File: config.mk
export PLATFORM = sky130hd
export DESIGN_NAME = ether_tx
export DESIGN_NICKNAME = d
export VERILOG_FILES = /design/src/rtl/ether_pkg.sv /design/src/rtl/ether_crc32_dibit.sv /design/src/rtl/ether_tx.sv
export SDC_FILE = /design/constraint.sdc
export NUM_CORES = 1
export LEC_CHECK = 0
export CORE_ASPECT_RATIO = 0.8
export CORE_MARGIN = 8
export CORE_UTILIZATION = 31
export DETAILED_ROUTE_END_ITERATION = 12
export DONT_BUFFER_PORTS = 1
export GPL_TIMING_DRIVEN = 0
export HOLD_SLACK_MARGIN = 0.05
export PLACE_DENSITY = 0.41
export SKIP_CTS_REPAIR_TIMING = 1
export SLEW_MARGIN = 10
export SYNTH_ARGS = -nofsm -noshare
export SYNTH_HDL_FRONTEND = slang
export SYNTH_HIERARCHICAL = 1
export SYNTH_SLANG_ARGS = --single-unit
File: constraint.sdc
create_clock -name clk -period 5.4 [get_ports clk]
set_clock_uncertainty 0.1 [all_clocks]
set_input_delay 0.81 -clock clk [delete_from_list [all_inputs] [get_ports clk]]
set_output_delay 0.81 -clock clk [all_outputs]
set_load 0.1 [all_outputs]
File: src/rtl/ether_pkg.sv
// Shared definitions for the RMII Ethernet datapath (transmit and receive sides).
package ether_pkg;

  typedef enum logic [2:0] {
    IDLE,
    PREAMBLE,
    SFD,
    DATA,
    FCS,
    IFG
  } tx_state_e;

  localparam logic [1:0]  PREAMBLE_DIBIT = 2'b01;
  localparam logic [1:0]  SFD_DIBIT      = 2'b11;
  localparam logic [31:0] CRC_POLY       = 32'hEDB88320;
  localparam logic [31:0] CRC_INIT       = 32'hFFFFFFFF;

  // Reflected CRC-32 advanced by one dibit, d[0] entering first.
  function automatic logic [31:0] crc_step2(input logic [31:0] c, input logic [1:0] d);
    logic [31:0] r;
    r = c;
    for (int i = 0; i < 2; i++) begin
      r = (r >> 1) ^ ((r[0] ^ d[i]) ? CRC_POLY : 32'h0);
    end
    return r;
  endfunction

endpackage

File: src/rtl/ether_crc32_dibit.sv
// CRC-32 accumulator consuming one dibit per enabled cycle; shared with the receiver.
module crc32_dibit
  import ether_pkg::*;
(
  input  logic        clk,
  input  logic        rst,
  input  logic        init,
  input  logic        en,
  input  logic [1:0]  d,
  output logic [31:0] crc
);

  logic [31:0] crc_d, crc_q;

  always_comb begin
    crc_d = crc_q;
    if (init) begin
      crc_d = CRC_INIT;
    end else if (en) begin
      crc_d = crc_step2(crc_q, d);
    end
  end

  always_ff @(posedge clk or posedge rst) begin
    if (rst) crc_q <= CRC_INIT;
    else     crc_q <= crc_d;
  end

  assign crc = crc_q;

endmodule

File: src/rtl/ether_tx.sv
// RMII transmitter: preamble/SFD, payload dibits, CRC-32 FCS and inter-frame gap.
module ether_tx
  import ether_pkg::*;
#(
  parameter int unsigned PREAMBLE_DIBITS = 31,
  parameter int unsigned IFG_DIBITS      = 48,
  parameter bit          ENABLE_FCS      = 1'b1
) (
  input  logic       clk,
  input  logic       rst,
  input  logic       axiiv,
  input  logic [1:0] axiid,
  input  logic       axiil,
  output logic       axiir,
  output logic       txen,
  output logic [1:0] txd,
  output logic       busy,
  output logic       err
);

  tx_state_e   state_d, state_q;
  logic [5:0]  cnt_d, cnt_q;
  logic [1:0]  align_d, align_q;
  logic        txen_d, txen_q;
  logic [1:0]  txd_d, txd_q;
  logic        busy_d, busy_q;
  logic        err_d, err_q;
  logic        accept;
  logic        crc_init;
  logic [31:0] crc;

  assign axiir  = (state_q == SFD) || (state_q == DATA);
  assign accept = axiir && axiiv;

  crc32_dibit u_crc (
    .clk  (clk),
    .rst  (rst),
    .init (crc_init),
    .en   (accept),
    .d    (axiid),
    .crc  (crc)
  );

  // Output registers are loaded with the dibit for the coming cycle, so the
  // SFD dibit is queued on the last preamble cycle and lands while in SFD.
  always_comb begin
    state_d  = state_q;
    cnt_d    = cnt_q;
    align_d  = align_q;
    txen_d   = 1'b0;
    txd_d    = 2'b00;
    err_d    = 1'b0;
    crc_init = 1'b0;
    case (state_q)
      IDLE: begin
        if (axiiv) begin
          state_d  = PREAMBLE;
          cnt_d    = 6'd0;
          align_d  = 2'd0;
          crc_init = 1'b1;
          txen_d   = 1'b1;
          txd_d    = PREAMBLE_DIBIT;
        end
      end
      PREAMBLE: begin
        txen_d = 1'b1;
        txd_d  = PREAMBLE_DIBIT;
        cnt_d  = cnt_q + 6'd1;
        if (cnt_q == 6'(PREAMBLE_DIBITS - 1)) begin
          txd_d   = SFD_DIBIT;
          cnt_d   = 6'd0;
          state_d = SFD;
        end
      end
      SFD, DATA: begin
        if (axiiv) begin
          txen_d  = 1'b1;
          txd_d   = axiid;
          align_d = align_q + 2'd1;
          state_d = DATA;
          if (axiil) begin
            err_d   = (align_q != 2'd3);
            cnt_d   = 6'd0;
            state_d = ENABLE_FCS ? FCS : IFG;
          end
        end else begin
          err_d   = 1'b1;
          cnt_d   = 6'd0;
          state_d = IFG;
        end
      end
      FCS: begin
        txen_d = 1'b1;
        txd_d  = ~crc[{cnt_q[3:0], 1'b0} +: 2];
        cnt_d  = cnt_q + 6'd1;
        if (cnt_q == 6'd15) begin
          cnt_d   = 6'd0;
          state_d = IFG;
        end
      end
      IFG: begin
        cnt_d = cnt_q + 6'd1;
        if (cnt_q == 6'(IFG_DIBITS - 1)) begin
          cnt_d   = 6'd0;
          state_d = IDLE;
        end
      end
      default: state_d = IDLE;
    endcase
    busy_d = (state_d != IDLE);
  end

  always_ff @(posedge clk or posedge rst) begin
    if (rst) begin
      state_q <= IDLE;
      cnt_q   <= 6'd0;
      align_q <= 2'd0;
      txen_q  <= 1'b0;
      txd_q   <= 2'b00;
      busy_q  <= 1'b0;
      err_q   <= 1'b0;
    end else begin
      state_q <= state_d;
      cnt_q   <= cnt_d;
      align_q <= align_d;
      txen_q  <= txen_d;
      txd_q   <= txd_d;
      busy_q  <= busy_d;
      err_q   <= err_d;
    end
  end

  assign txen = txen_q;
  assign txd  = txd_q;
  assign busy = busy_q;
  assign err  = err_q;

endmodule
Word level (Yosys, flattened, before mapping):

Index checks and enable logic that the tools add are counted.

* add/sub/neg operators: 2
* eq/ne operators: 12
* shifts and indexed selects: 1
* mux-type cells: 31
* bitwise operators: 5
* reductions and logical operators: 12

Operators with widths (number)
* 32-bit 2-to-1 mux: 4
* 31-bit by 32-bit XOR with 32-bit output: 2
* 6-bit 2-to-1 mux: 6
* 32-bit by 6-bit indexed part select with 2-bit output: 1
* 6-bit one-hot mux with 5 select lines: 1
* 3-bit 2-to-1 mux: 6
* 3-bit one-hot mux with 5 select lines: 1
* 2-bit 2-to-1 mux: 4
* 2-bit one-hot mux with 4 select lines: 1
* 6-bit by 1-bit adder with 6-bit output (second input constant): 1
* 3-bit by 2-bit == test with 1-bit output (second input constant): 2
* 3-bit == test (second input constant): 2
* 6-bit by 4-bit == test with 1-bit output (second input constant): 1
* 6-bit by 5-bit == test with 1-bit output (second input constant): 1
* 6-bit == test (second input constant): 1
* 1-bit 2-to-1 mux: 6
* 2-bit inequality test (second input constant): 3
* 3-bit AND reduction: 2
* 5-bit nonzero test: 1
* 2-bit one-hot mux with 2 select lines: 1
* 2-bit nonzero test: 2
* 2-bit OR reduction: 2
* 3-bit by 1-bit == test with 1-bit output (second input constant): 1
* 3-bit zero test: 1
* other kinds (9): 10

* bits in registers: 48
* input port bits: 6
* output and inout port bits: 6
* word-level logic and storage cells: 71

Logic depth before layout (Yosys ltp):

* depth after elaboration: 8
* gate-level depth with buffers: 7
* gate-level depth less buffers: 6

Cells and area by module:

Netlist, hierarchy kept.

By module, submodules not included
* crc32_dibit: times used 1, cells each 131, area each 1664.1 µm², sequential area each 840.8 µm²
* ether_tx: times used 1, cells each 119, area each 1202.4 µm², sequential area each 400.4 µm²

Least setup slack after synthesis:

OpenSTA, ideal clock, no wires.

* path kind: reg2out
* start: register state_q[2]
* end: output port axiir
* arrival time: 1.367 ns
* required time: 4.490 ns
* setup slack: 3.123 ns
* cell stages (with the launch flop): 4
* buffers on the path: 1
* path through: dfrtp_1 -> buf_4 -> nand2b_1 -> inv_1

* longest elaborated chain between the ends: 2
* elaborated cells between the ends (all ways): 3
* classes of those cells: 2 x eq/ne; 1 x reduce/logical

RTL lines
* start: declaration: line ether_tx.sv:21 `tx_state_e state_d, state_q;`
* start signal: assignment: line ether_tx.sv:123 `state_q <= state_d;`
* 3-bit by 2-bit == test with 1-bit output: line ether_tx.sv:32 `assign axiir = (state_q == SFD) || (state_q == DATA);`
* 1-bit logical OR (*): line ether_tx.sv:32
* end: declaration: line ether_tx.sv:14 `output logic axiir,`

Mark *: on every way between the ends. The rest lies on a longest branch, timed or not.

Worst setup path after layout:

* start: register state_q[1]
* end: output port axiir

Same word-level chain as after synthesis.

==> flow_metrics.tcl <==
set metrics [dict create \
    rsz0062_at_grt "no" \
    cts.clk_slew.worst_paths_ns 0.07 \
    grt_pass1_vias 1967 \
    synth_top_cell_area_share_pct 29.3 \
    dr.pass1.iters 4 \
    cts_buffers 5 \
    period_needed_ns 2.73 \
    async_reset_ff_share_pct 100 \
    drt_wl_total_um 7180 \
    synth_compound_area_share_pct 18.2 \
    critPathLaunchType "flip-flop" \
    numClockSinks 48 \
    vias 1964 \
    p_leak_uw 0.00121 \
    worstMarginPinSlew_ns 0.890 \
    ys.flop_type "dfstp_2" \
    antenna_found_initial 0 \
    worstPathRequired_ns 4.49 \
    die_area_mm2 0.0126 \
    routabilityCongestion 0.791 \
    cp-end-kind "output port" \
    cap_violations 0 \
    status "completed" \
    synthMuxAreaShare_pct 8.38 \
    synth_fa_ha_area_share_pct 1.31 \
    synthesis.nets 259 \
    hp-class "in2async" \
    fp-row-count 31 \
    drtIter0Drc 117 \
    io_pins 12 \
    synthSimpleGateAreaFrac_pct 13.2 \
    clockBufferDepth 2 \
    ir_drop_mv 0.175 \
    synth-seq-cells 48 \
    path_max_fanout 10 \
    setup_slack_ns 2.67 \
    remaining_drc_errors 0 \
    max_freq_ghz 0.366 \
    antenna_cells 0 \
    cts_root_buf "clkbuf_16" \
    drv_slew 0 \
    cts_max_level 2 \
    grt_usage_pct 12.2 \
    setup_viol 0 \
    ant_nets 0 \
    tns_ns 0 \
    area_growth_pct 10.7 \
    timing.rr.start "state_q[1]$_DFF_PP0_" \
    critPathArrivalTime_ns 1.82 \
    viasPerCell 5.27 \
    nets 266 \
    fillers 913 \
    power_density_mw_per_mm2 601 \
    slew_headroom_pct 40.7 \
    portBuffers 0 \
    yosys-top-cells-area "dfstp_2 (29%), dfrtp_1 (14%), a211o_1 (7.9%), xnor3_1 (4.7%), nor2b_1 (4.4%)" \
    critPathLaunch "state_q[1]$_DFF_PP0_" \
    post-dp-hpwl_um 5010 \
    grt-ovfl-total 0 \
    wl_per_cell_um 19.3 \
    die_height_um 102 \
    synth.distinct_cells 52 \
    synth_area_mm2 0.00287 \
    synth_top_family_by_area "compound AO/OA/AOI/OAI gates" \
    drive_above_1_share_pct 24.4 \
    yosys-top-cells-count "dfstp_2 (32), a211o_1 (26), nor2b_1 (20)" \
    synth_xor_area_share_pct 10.8 \
    hold_viol_final 0 \
    synth.yosys.seq_area_share_pct 43.3 \
    finalCritPeriodShare_pct 50.6 \
    die_w_um 124 \
    cts_tree "done" \
    grt_pass1_wl_um 11700 \
    post-place-ws_ns 2.70 \
    path_class "reg2out" \
    grt_max_degree 33 \
    initial_core_util_pct 31.7 \
    synth_top_cell_by_area "dfstp_2" \
    clock_latency_ns 0.29 \
    synth_edf_count 0 \
    synth_cells 250 \
    yosysWarnings 6 \
    synth_most_common_cell "dfstp_2" \
    core_area_mm2 0.00904 \
    syn_avg_cell_area_um2 11.5 \
]
final timing paths:
path                                              to  cells after the start  slack [ns]
max                                            axiir                      3        2.67
max in group asynchronous   u_crc/crc[5]$_DFFE_PP1P_                      1        4.36
min reg2reg                   align_q[1]$_DFFE_PP0P_                      1        0.41
max reg2reg                u_crc/crc[15]$_DFFE_PP1P_                      5        3.00
min in group clk              align_q[1]$_DFFE_PP0P_                      1        0.41
min                           align_q[0]$_DFFE_PP0P_                      1        0.38
flip-flops by register name, indices dropped and copies added, names as in the netlist:
name       cells
txd            2
busy           1
state_q        3
txen           1
align_q        2
u_crc/crc     32
err            1
cnt_q          6
area by class of cell:
cell class	count	area [µm²]	share of cell area, %
buffer	18	111	3.51
multi-input combinational	177	1490	46.9
clock buffer	5	125	3.94
tap	115	144	4.53
clock inverter	3	37.5	1.18
inverter	7	26.3	0.828
sequential	48	1240	39.1
per-layer routing:
metal	share of wire, %	GRT usage [%]	routed length (µm)	up-vias
met4	1.4	3.42	101	0
met3	5.4	2.87	389	10
met5	0	0	0	-
li1	-	-	-	915
met2	39	16.2	2810	40
met1	54	18.9	3880	999
logic make-up (layout without fill, tap and decap cells):
logic type | after synthesis | in the layout
multiplexers | 15 | 15
AO/OA/AOI/OAI | 70 | 70
AND/OR/NAND/NOR | 66 | 66
adder cells (fa/ha/maj) | 3 | 3
buffers and inverters | 25 | 33
XOR/XNOR | 23 | 23
flip-flops | 48 | 48
where the power goes:
part	internal (µW)	leakage [µW]	switching, µW
sequential	562	0.000535	199
combinational	439	0.000600	351
clock	216	0.0000789	139
total	1220	0.00121	689
cells in the final DEF, fill, tap and decap left out, types with 4 or more instances in the layout:
master and count:
inv_1 6, dfrtp_1 16, dfstp_2 32, nand2b_1 7, o21ai_1 6, xnor3_1 6, clkbuf_16 5, buf_2 4
nor2b_1 20, o21ai_0 9, clkbuf_1 8, and2_1 10, a211o_1 26, a21oi_1 10, mux2_2 6, mux4_2 4
xnor2_1 14, nor2_1 9, nand2_1 7
worst max-delay path, stage by stage, from the launching register on:
cell and delay, ns:
dfrtp_1 0.39, clkbuf_1 0.34, nand2b_1 0.16, inv_1 0.63
per-stage QoR:
step / hold WS, ns / power, µW / utilization [%] / instances / instance area (µm²)
4_1_cts: 0.414 / 1920 / 35.1 / 373 / 3170
6_report: 0.384 / 1910 / 35.1 / 373 / 3170
2_1_floorplan: 0.370 / 1370 / - / 250 / 2870
3_3_place_gp: 0.393 / 1560 / 33.3 / 365 / 3010
3_5_place_dp: 0.390 / 1560 / 33.3 / 365 / 3010
5_1_grt: 0.437 / 2020 / 35.1 / 373 / 3170
Power figures use the tool's default switching activity.
